File: src/rtl/serial_sub_ctrl.sv
// Bit-serial subtractor: computes a - b - bin LSB-first, one bit per clock, borrow kept in a flop.
// Optional signed-overflow output ovf when SERSUB_OVF_EN is defined.
module serial_sub_ctrl #(
  parameter int unsigned WIDTH = 8
) (
  input  logic             clk,
  input  logic             rst_n,
  input  logic             start,
  input  logic [WIDTH-1:0] a_in,
  input  logic [WIDTH-1:0] b_in,
  input  logic             bin_in,
  output logic             busy,
  output logic             done,
  output logic [WIDTH-1:0] diff,
`ifdef SERSUB_OVF_EN
  output logic             bout,
  output logic             ovf
`else
  output logic             bout
`endif
);

  localparam int unsigned CntW = $clog2(WIDTH) + 1;

  typedef enum logic [1:0] {
    StIdle,
    StShift,
    StDone
  } state_e;

  state_e            state_q;
  logic [WIDTH-1:0]  a_sr;
  logic [WIDTH-1:0]  b_sr;
  logic [WIDTH-1:0]  res_sr;
  logic              brw;
  logic [CntW-1:0]   cnt;

  logic              x;
  logic              y;
  logic              d_bit;
  logic              brw_nxt;
  logic [WIDTH-1:0]  res_nxt;
  logic              last_bit;

`ifdef SERSUB_OVF_EN
  // Operand sign bits, kept because the operand shift registers lose them.
  logic              a_msb;
  logic              b_msb;
`endif

  // Full-subtract cell on the current LSBs.
  always_comb begin
    x        = a_sr[0];
    y        = b_sr[0];
    d_bit    = x ^ y ^ brw;
    brw_nxt  = (~x & y) | (~(x ^ y) & brw);
    res_nxt  = {d_bit, res_sr[WIDTH-1:1]};
    last_bit = (cnt == CntW'(WIDTH - 1));
  end

  always_ff @(posedge clk) begin
    if (!rst_n) begin
      state_q <= StIdle;
      a_sr    <= '0;
      b_sr    <= '0;
      res_sr  <= '0;
      brw     <= 1'b0;
      cnt     <= '0;
      busy    <= 1'b0;
      done    <= 1'b0;
      diff    <= '0;
      bout    <= 1'b0;
`ifdef SERSUB_OVF_EN
      a_msb   <= 1'b0;
      b_msb   <= 1'b0;
      ovf     <= 1'b0;
`endif
    end else begin
      unique case (state_q)
        StIdle, StDone: begin
          if (start) begin
            state_q <= StShift;
            a_sr    <= a_in;
            b_sr    <= b_in;
            brw     <= bin_in;
            cnt     <= '0;
            busy    <= 1'b1;
            done    <= 1'b0;
`ifdef SERSUB_OVF_EN
            a_msb   <= a_in[WIDTH-1];
            b_msb   <= b_in[WIDTH-1];
`endif
          end else begin
            state_q <= StIdle;
            busy    <= 1'b0;
            done    <= 1'b0;
          end
        end
        StShift: begin
          a_sr   <= a_sr >> 1;
          b_sr   <= b_sr >> 1;
          res_sr <= res_nxt;
          brw    <= brw_nxt;
          cnt    <= cnt + CntW'(1);
          if (last_bit) begin
            state_q <= StDone;
            busy    <= 1'b0;
            done    <= 1'b1;
            diff    <= res_nxt;
            bout    <= brw_nxt;
`ifdef SERSUB_OVF_EN
            ovf     <= (a_msb != b_msb) & (res_nxt[WIDTH-1] != a_msb);
`endif
          end
        end
        default: begin
          state_q <= StIdle;
          busy    <= 1'b0;
          done    <= 1'b0;
        end
      endcase
    end
  end

endmodule

File: config.mk
export PLATFORM = sky130hd
export DESIGN_NAME = serial_sub_ctrl
export DESIGN_NICKNAME = d
export VERILOG_FILES = /design/src/rtl/serial_sub_ctrl.sv
export SDC_FILE = /design/constraint.sdc
export NUM_CORES = 1
export LEC_CHECK = 0
export BUFFER_PORTS_ARGS = -buffer_cell sky130_fd_sc_hd__buf_2
export CORE_MARGIN = 10
export CORE_UTILIZATION = 45
export CTS_CLUSTER_SIZE = 14
export DETAILED_ROUTE_END_ITERATION = 10
export PLACE_DENSITY_LB_ADDON = 0.3
export SETUP_SLACK_MARGIN = 0.3
export SKIP_CTS_REPAIR_TIMING = 1
export SYNTH_ARGS = -nofsm -noshare
export SYNTH_HDL_FRONTEND = slang
export SYNTH_SLANG_ARGS = --single-unit
File: constraint.sdc
create_clock -name clk -period 3 [get_ports clk]
set_input_delay 0.9 -clock clk [delete_from_list [all_inputs] [get_ports clk]]
set_output_delay 0.9 -clock clk [all_outputs]
set_load 0.05 [all_outputs]
# == Word level (Yosys, flattened, before mapping) ==
# Index checks and enable logic that the tools add are counted.
# op_classes
addsub,1
n_mul,0
n_div,0
n_lt_le_gt_ge,0
n_eq_ne,5
shift,0
muxes,14
bitwise_logic,7
n_reduce_logical,6
# ops
cell,n
8-bit one-hot mux with 2 select lines,2
8-bit two-way mux,2
4-bit one-hot mux with 2 select lines,1
2-bit AND reduction,3
4-bit by 1-bit adder with 4-bit output (second input constant),1
4-bit by 3-bit == test with 1-bit output (second input constant),1
1-bit two-way mux,4
4-bit two-way mux,1
2-bit != test (second input constant),2
1-bit one-hot mux with 2 select lines,2
2-bit one-hot mux with 2 select lines,1
1-bit bitwise AND,2
2-bit by 1-bit == test with 1-bit output (second input constant),1
2-bit == test (second input constant),1
2-bit zero test,1
2-bit two-way mux,1
1-bit inverter,2
2-bit nonzero test,1
2-bit OR reduction,1
1-bit XOR,2
1-bit bitwise OR,1
# totals
reg_bits,42
latch_bits,0
ramBits,0
rom_bits,0
output_inout_bits,11
memories,0

# == Depth between registers and ports, before layout ==
# Gate-level depths: netlist of run 1.
# logic_depth
depth_word,5
mapped_depth,5
ltp_nobuf,4

# == Worst setup path before layout of run 1 ==
# No wires, ideal clock.
# synth_timing
kind,input to register
start,in start
end,reg cnt[2]
setup_time_ps,86
arrival_time_ps,1634
t_required_ps,2914
setup_slack_ps,1280
path_stages,4
path_buffers,1
path_cell_list,nor2b_1 -> buf_2 -> mux2_2 -> a211oi_1
# synth_between
elab_chain_cells,2
# synth_rtl
element,line_no,source
"start, declared",8,"input logic start,"
2-bit != test (no source line),--,
2-bit AND reduction (no source line),--,
"end signal, assigned",104,cnt <= cnt + CntW'(1);
"end, declared",36,logic [CntW-1:0] cnt;
# No other way between the ends.
# A chain may end at the register's enable or synchronous reset.

==> run_results.csv, run 1 <==
group,metric,value,unit
status,status,"completed",
synthesis,yosys_warnings,0,
sta,postLayoutSetupSlackWorst,1.05,ns
sta,min_period,1.95,ns
placement,finalWeightedCongestion,0.760,
synthesis,ys.flop_type,"dfxtp_1",
clock_tree,insertion_delay,0.36,ns
setup_path,critPathCaptureType,"primary output",
global_routing,track_usage,10.9,%
drt,first_iter_violations,90,
pwr,fin_total_pwr,1.02,mW
die,die_y,80.2,um
clock_tree,cts_root_buf,"clkbuf_4",
sta,max_freq,512,MHz
drt,firstDrtPassIters,4,
setup_path,crit_path_top_delay_cell,"dfxtp_1",
placement,place_ws,1.04,ns
sta,tightestPinTransition,0.766,ns
pwr,irDropWorstVdd,304,uV
cells_and_area,antenna_cells,0,
setup_path,max_stage_delay,0.41,ns
drt,ant_nets,0,
cells_and_area,area_growth,13.0,%
sta,post-route-period-util,65.2,%
setup_path,cp_top_family,"flip-flops",
pwr,leakage,0.699,nW
setup_path,cp_cell_sequence,"buf_2",
setup_path,cp_num_cells,1,
cells_and_area,final_core_util,54.0,%
setup_path,crit_buf_inv,1,
clock_tree,cts.clk_slew.worst_paths,0.13,ns
global_routing,grt_pass1_vias,1311,
sta,maxSlewHeadroom,48.9,%
global_routing,overflow,0,
sta,finalSetupTns,0,ns
synthesis,synth_edf_count,0,
global_routing,antenna_found_initial,0,
setup_path,crit_type,"flop to primary output",
global_routing,grt_max_degree,29,
synthesis,async_flop_share,0,%
synthesis,syn_area_per_cell,8.92,sq um
die,start_util,47.8,%
hold_path,worstHoldPathType,"flop to flop",
drt,drcViolationCount,0,
die,core.rowCount,21,
drt,wl,3.36,mm
sta,rsz0062_at_grt,"no",
sta,drv_slew,0,
clock_tree,clk_path_buf_depth,2,
die,die_area,0.00643,sq mm
sta,setup_viol,0,
placement,portBuffers,30,
synthesis,syn_inst,183,
drt,num_vias,1313,
cells_and_area,drive_above_1_share,21.2,%
synthesis,ys_seq_area_share,49.1,%
setup_path,path_max_fanout,5,
job,max-cap-violations,0,
synthesis,ys_types,28,
drt,wl_per_cell,13.2,um
global_routing,grt_first_pass_wirelength,5.72,mm
placement,dp_hpwl,2.22,mm
cells_and_area,nets,229,
drt,via_per_inst,5.17,
synthesis,ys_ff_latch,40,
setup_path,cp.required,2.10,ns
hold_path,holdPathStages,2,
sta,skew,0.0154,ns
setup_path,rr_worst_depth,3,
clock_tree,cts_inserted_buffers,5,
clock_tree,clock_sinks,40,
setup_path,start_kind,"flop",
clock_tree,cts_max_level,2,
setup_path,critPathArrivalTime,1.05,ns
synthesis,synth_area,0.00163,sq mm
die,ios,31,
die,core_area,0.00342,sq mm
synthesis,synth_fp_nets,205,
clock_tree,cts_tree,"done",
pwr,powerDensity,554,mW/mm^2
die,die_x,80.2,um
sta,finalHoldViolCount,0,
[metrics by stage]
| step | hold WS [ns] | cell area, sq um | instances |
|---|---|---|---|
| finish | 0.461 | 1840 | 254 |
| global route | 0.479 | 1840 | 254 |
| detailed placement | 0.446 | 1760 | 246 |
| global placement | 0.440 | 1760 | 246 |
| floorplan | 0.437 | 1630 | 183 |
| CTS | 0.467 | 1840 | 254 |
[synthesized netlist by cell type (2+ instances only)]
master | number | area share, %
nand2_1 | 35 | 8.1
mux2i_1 | 10 | 6.1
a21oi_1 | 27 | 8.3
a31oi_1 | 2 | 0.77
nand2b_1 | 4 | 1.5
nand3_1 | 20 | 6.1
inv_1 | 3 | 0.69
dfxtp_1 | 40 | 49
clkbuf_1 | 4 | 0.92
buf_4 | 2 | 0.92
buf_2 | 6 | 1.8
a22oi_1 | 14 | 6.4
[cells in the final DEF (no fill, tap or decap), drive strengths merged]
| cell | count |
|---|---|
| buf | 32 |
| clkinvlp | 1 |
| fa | 1 |
| bufinv | 1 |
| clkinv | 1 |
| a211oi | 1 |
| a31oi | 2 |
| mux2 | 1 |
| nand4 | 1 |
| and2 | 1 |
| dfxtp | 40 |
| nor2b | 2 |
| nand3 | 20 |
| clkbuf | 5 |
| o21a | 1 |
| nand2 | 35 |
| ha | 1 |
| nor3 | 1 |
| inv | 4 |
| a2bb2oi | 1 |
| a22oi | 14 |
| nand2b | 4 |
| and4 | 1 |
| a21oi | 27 |
| mux2i | 10 |
[worst reg2reg max path: stages, from the launching register on]
cell and delay [ns]:
dfxtp_1 0.41, nor2b_4 0.54, and4_4 0.44, mux2i_1 0.21
[state kept, by name, summed over array words and instances, names as in the netlist]
| signal | flops |
|---|---|
| b_sr | 8 |
| cnt | 4 |
| done | 1 |
| a_sr | 8 |
| diff | 8 |
| res_sr | 7 |
| brw | 1 |
| state_q | 2 |
| bout | 1 |
[layout make-up]
class	count	area [sq um]
multi-input cells	124	726
clock buffers	5	37.5
flip-flops and latches	40	801
repair buffers	32	165
inverters	4	15.0
fillers	348	1570
clock inverters	3	42.5
well taps	46	57.6
[cell families after synthesis]
family                   share of synthesized area (%)
flip-flops                                        49.1
AND/OR/NAND/NOR                                   18.7
buffers and inverters                             6.44
AO/OA/AOI/OAI                                     16.9
adder cells (fa/ha/maj)                           1.99
multiplexers                                      6.83
[path summary, 6_finish.rpt]
check / start / end / slack (ns)
max: state_q[0] / busy / 1.05
min: diff[5] / diff[5] / 0.46
max reg2reg: state_q[0] / diff[4] / 1.32
min reg2reg: diff[5] / diff[5] / 0.46
[per-layer routing]
layer,global-route usage (%),vias up,share of wire [%]
li1,-,685,-
met1,12.0,574,46
met2,17.5,39,43
met3,4.34,15,8.6
met4,5.81,0,2.9
met5,0,-,0
[power breakdown]
group | leakage [nW] | total, mW | internal (mW) | switching [mW]
logic | 0.332 | 0.106 | 0.0399 | 0.0662
clock network | 0.0412 | 0.352 | 0.174 | 0.179
registers | 0.325 | 0.563 | 0.551 | 0.0122
total | 0.699 | 1.02 | 0.765 | 0.257
No activity file was read; power rests on OpenSTA's default activity.
==> run 2: changes to the inputs <==
- clock period: 3 -> 1.7 ns (I/O delays scaled with it)
==> run 2 against run 1 <==
Hold slack worse by 0.076 ns; core utilization is 3.7 points higher; final area is 6.9% higher; first-iteration DRC count is 27% higher; via count is 3.6% higher; sequential share of layout area is 2.0 points lower; die area stayed put; register-to-register slack worse by 0.92 ns; routed wire length is 4.3% higher; clock-buffer cell count is 3 higher; sequential power is 76% higher; power is 66% higher; critical path type unchanged.
==> run_results.csv, run 2 (synthesis gave the netlist of run 1 again) <==
group,metric,value,unit
sta,drv_slew,0,
setup_path,start_kind,"flop",
global_routing,met3_usage,4.23,%
drt,drcViolationCount,0,
cells_and_area,mostFrequentLayoutCell,"nand2_1",
pwr,clkPwrFrac,29.5,%
setup_path,critPathArrivalTime,0.89,ns
placement,placed_cells,251,
clock_tree,cts_inserted_buffers,5,
pwr,fin_total_pwr,1.70,mW
hold_path,worstHoldPathType,"input pin to flop",
cells_and_area,drive_above_1_share,27.1,%
global_routing,grt_pass1_vias,1240,
setup_path,critPathCaptureType,"primary output",
clock_tree,cts_root_buf,"clkbuf_4",
setup_path,rr_worst_depth,4,
sta,maxSlewHeadroom,84.7,%
global_routing,grt_first_pass_wirelength,5.55,mm
cells_and_area,antenna_cells,0,
cells_and_area,stdcell_count,260,
clock_tree,clock_sinks,40,
sta,rsz0062_at_grt,"yes",
pwr,comb_power_share,12.1,%
pwr,switching_share,25.8,%
clock_tree,cts_max_level,2,
global_routing,use_met1,13.1,%
sta,whs,0.385,ns
drt,ant_nets,0,
setup_path,reg2reg_to,"cnt[3]",
die,ios,31,
sta,min_period,1.40,ns
sta,finalHoldViolCount,0,
die,start_util,47.8,%
setup_path,r2r_slack,0.40,ns
setup_path,cp.required,1.19,ns
die,core_area,0.00342,sq mm
cells_and_area,area_growth,20.9,%
sta,postLayoutSetupSlackWorst,0.298,ns
pwr,power_switching,0.438,mW
sta,skew,0.00690,ns
drt,num_vias,1360,
drt,first_iter_violations,114,
sta,post-route-period-util,82.4,%
hold_path,hold-path-endpoint,"b_sr[7]",
cells_and_area,layout_common_cells,"35 x nand2_1, 30 x dfxtp_1, 27 x a21oi_1",
global_routing,antenna_found_initial,0,
setup_path,cp_top_family,"flip-flops",
global_routing,grt_max_degree,23,
global_routing,use_met2,15.6,%
placement,dp_hpwl,2.31,mm
die,core.rowCount,21,
pwr,powerDensity,862,mW/mm^2
global_routing,track_usage,10.5,%
clock_tree,cts_tree,"done",
drt,via_per_inst,5.23,
sta,max_freq,713,MHz
setup_path,crit_path_top_delay_cell,"dfxtp_4",
drt,wl,3.50,mm
pwr,leakage,0.738,nW
job,max-cap-violations,0,
global_routing,overflow,0,
clock_tree,cts.clk_slew.worst_paths,0.11,ns
setup_path,cp_cell_sequence,"buf_6",
placement,portBuffers,30,
die,die_x,80.2,um
status,status,"completed",
setup_path,path_max_fanout,5,
placement,finalWeightedCongestion,0.717,
hold_path,worstHoldStart,"b_in[7]",
pwr,irDropWorstVdd,502,uV
sta,setup_viol,0,
die,die_y,80.2,um
cells_and_area,nets,235,
clock_tree,insertion_delay,0.35,ns
pwr,power_frac_seq,58.4,%
cells_and_area,reg_top3,"a_sr x8, b_sr x8, diff x8",
sta,finalSetupTns,0,ns
drt,firstDrtPassIters,4,
setup_path,crit_buf_inv,1,
pwr,intPower,1.26,mW
setup_path,crit_type,"flop to primary output",
global_routing,top_usage_layer,"met2",
setup_path,r2r-start,"state_q[0]",
sta,tightestPinTransition,0.230,ns
drt,wl_per_cell,13.5,um
setup_path,max_stage_delay,0.39,ns
die,die_area,0.00643,sq mm
placement,place_ws,0.391,ns
hold_path,holdPathStages,3,
clock_tree,clk_path_buf_depth,2,
run 2: power by group through the flow:
stage	logic, mW	clock network, mW	registers [mW]
global placement	0.203	0	1.01
global route	0.228	0.556	0.998
floorplan	0.139	0	1.02
CTS	0.204	0.523	0.994
detailed placement	0.203	0	1.01
finish	0.205	0.502	0.993
run 2: worst max-delay path by stage:
stage                          start       to  slack (ns)  cells past startpoint
after floorplan           state_q[0]     bout        0.31                      5
after global placement         start  b_sr[6]        0.40                      5
after detailed placement       start  a_sr[3]        0.39                      5
after CTS                 state_q[0]     busy        0.18                      1
after global routing      state_q[0]     busy        0.27                      1
final                     state_q[0]     busy        0.30                      1
run 2: final cells by class:
| class | instances | area, sq um |
|---|---|---|
| tap | 46 | 57.6 |
| timing repair buffer | 38 | 299 |
| sequential | 40 | 816 |
| fill | 333 | 1440 |
| multi-input combinational | 124 | 726 |
| clock buffer | 8 | 58.8 |
| inverter | 4 | 15.0 |
run 2: through the flow:
stage	util, %	cell area, sq um
finish	57.7	1970
global route	57.7	1970
CTS	54.9	1870
detailed placement	53.2	1820
global placement	53.2	1820
floorplan	-	1630
run 2: tightest hold or removal path, stage by stage:
cell and delay (ns):
buf_2 0.09, nand2_1 0.04, a21oi_1 0.05
run 2: layer usage:
layer | routed length (um) | part of all wire [%]
met5 | 0 | 0
met4 | 46 | 1.3
met3 | 235 | 6.7
met2 | 1560 | 44
met1 | 1660 | 47
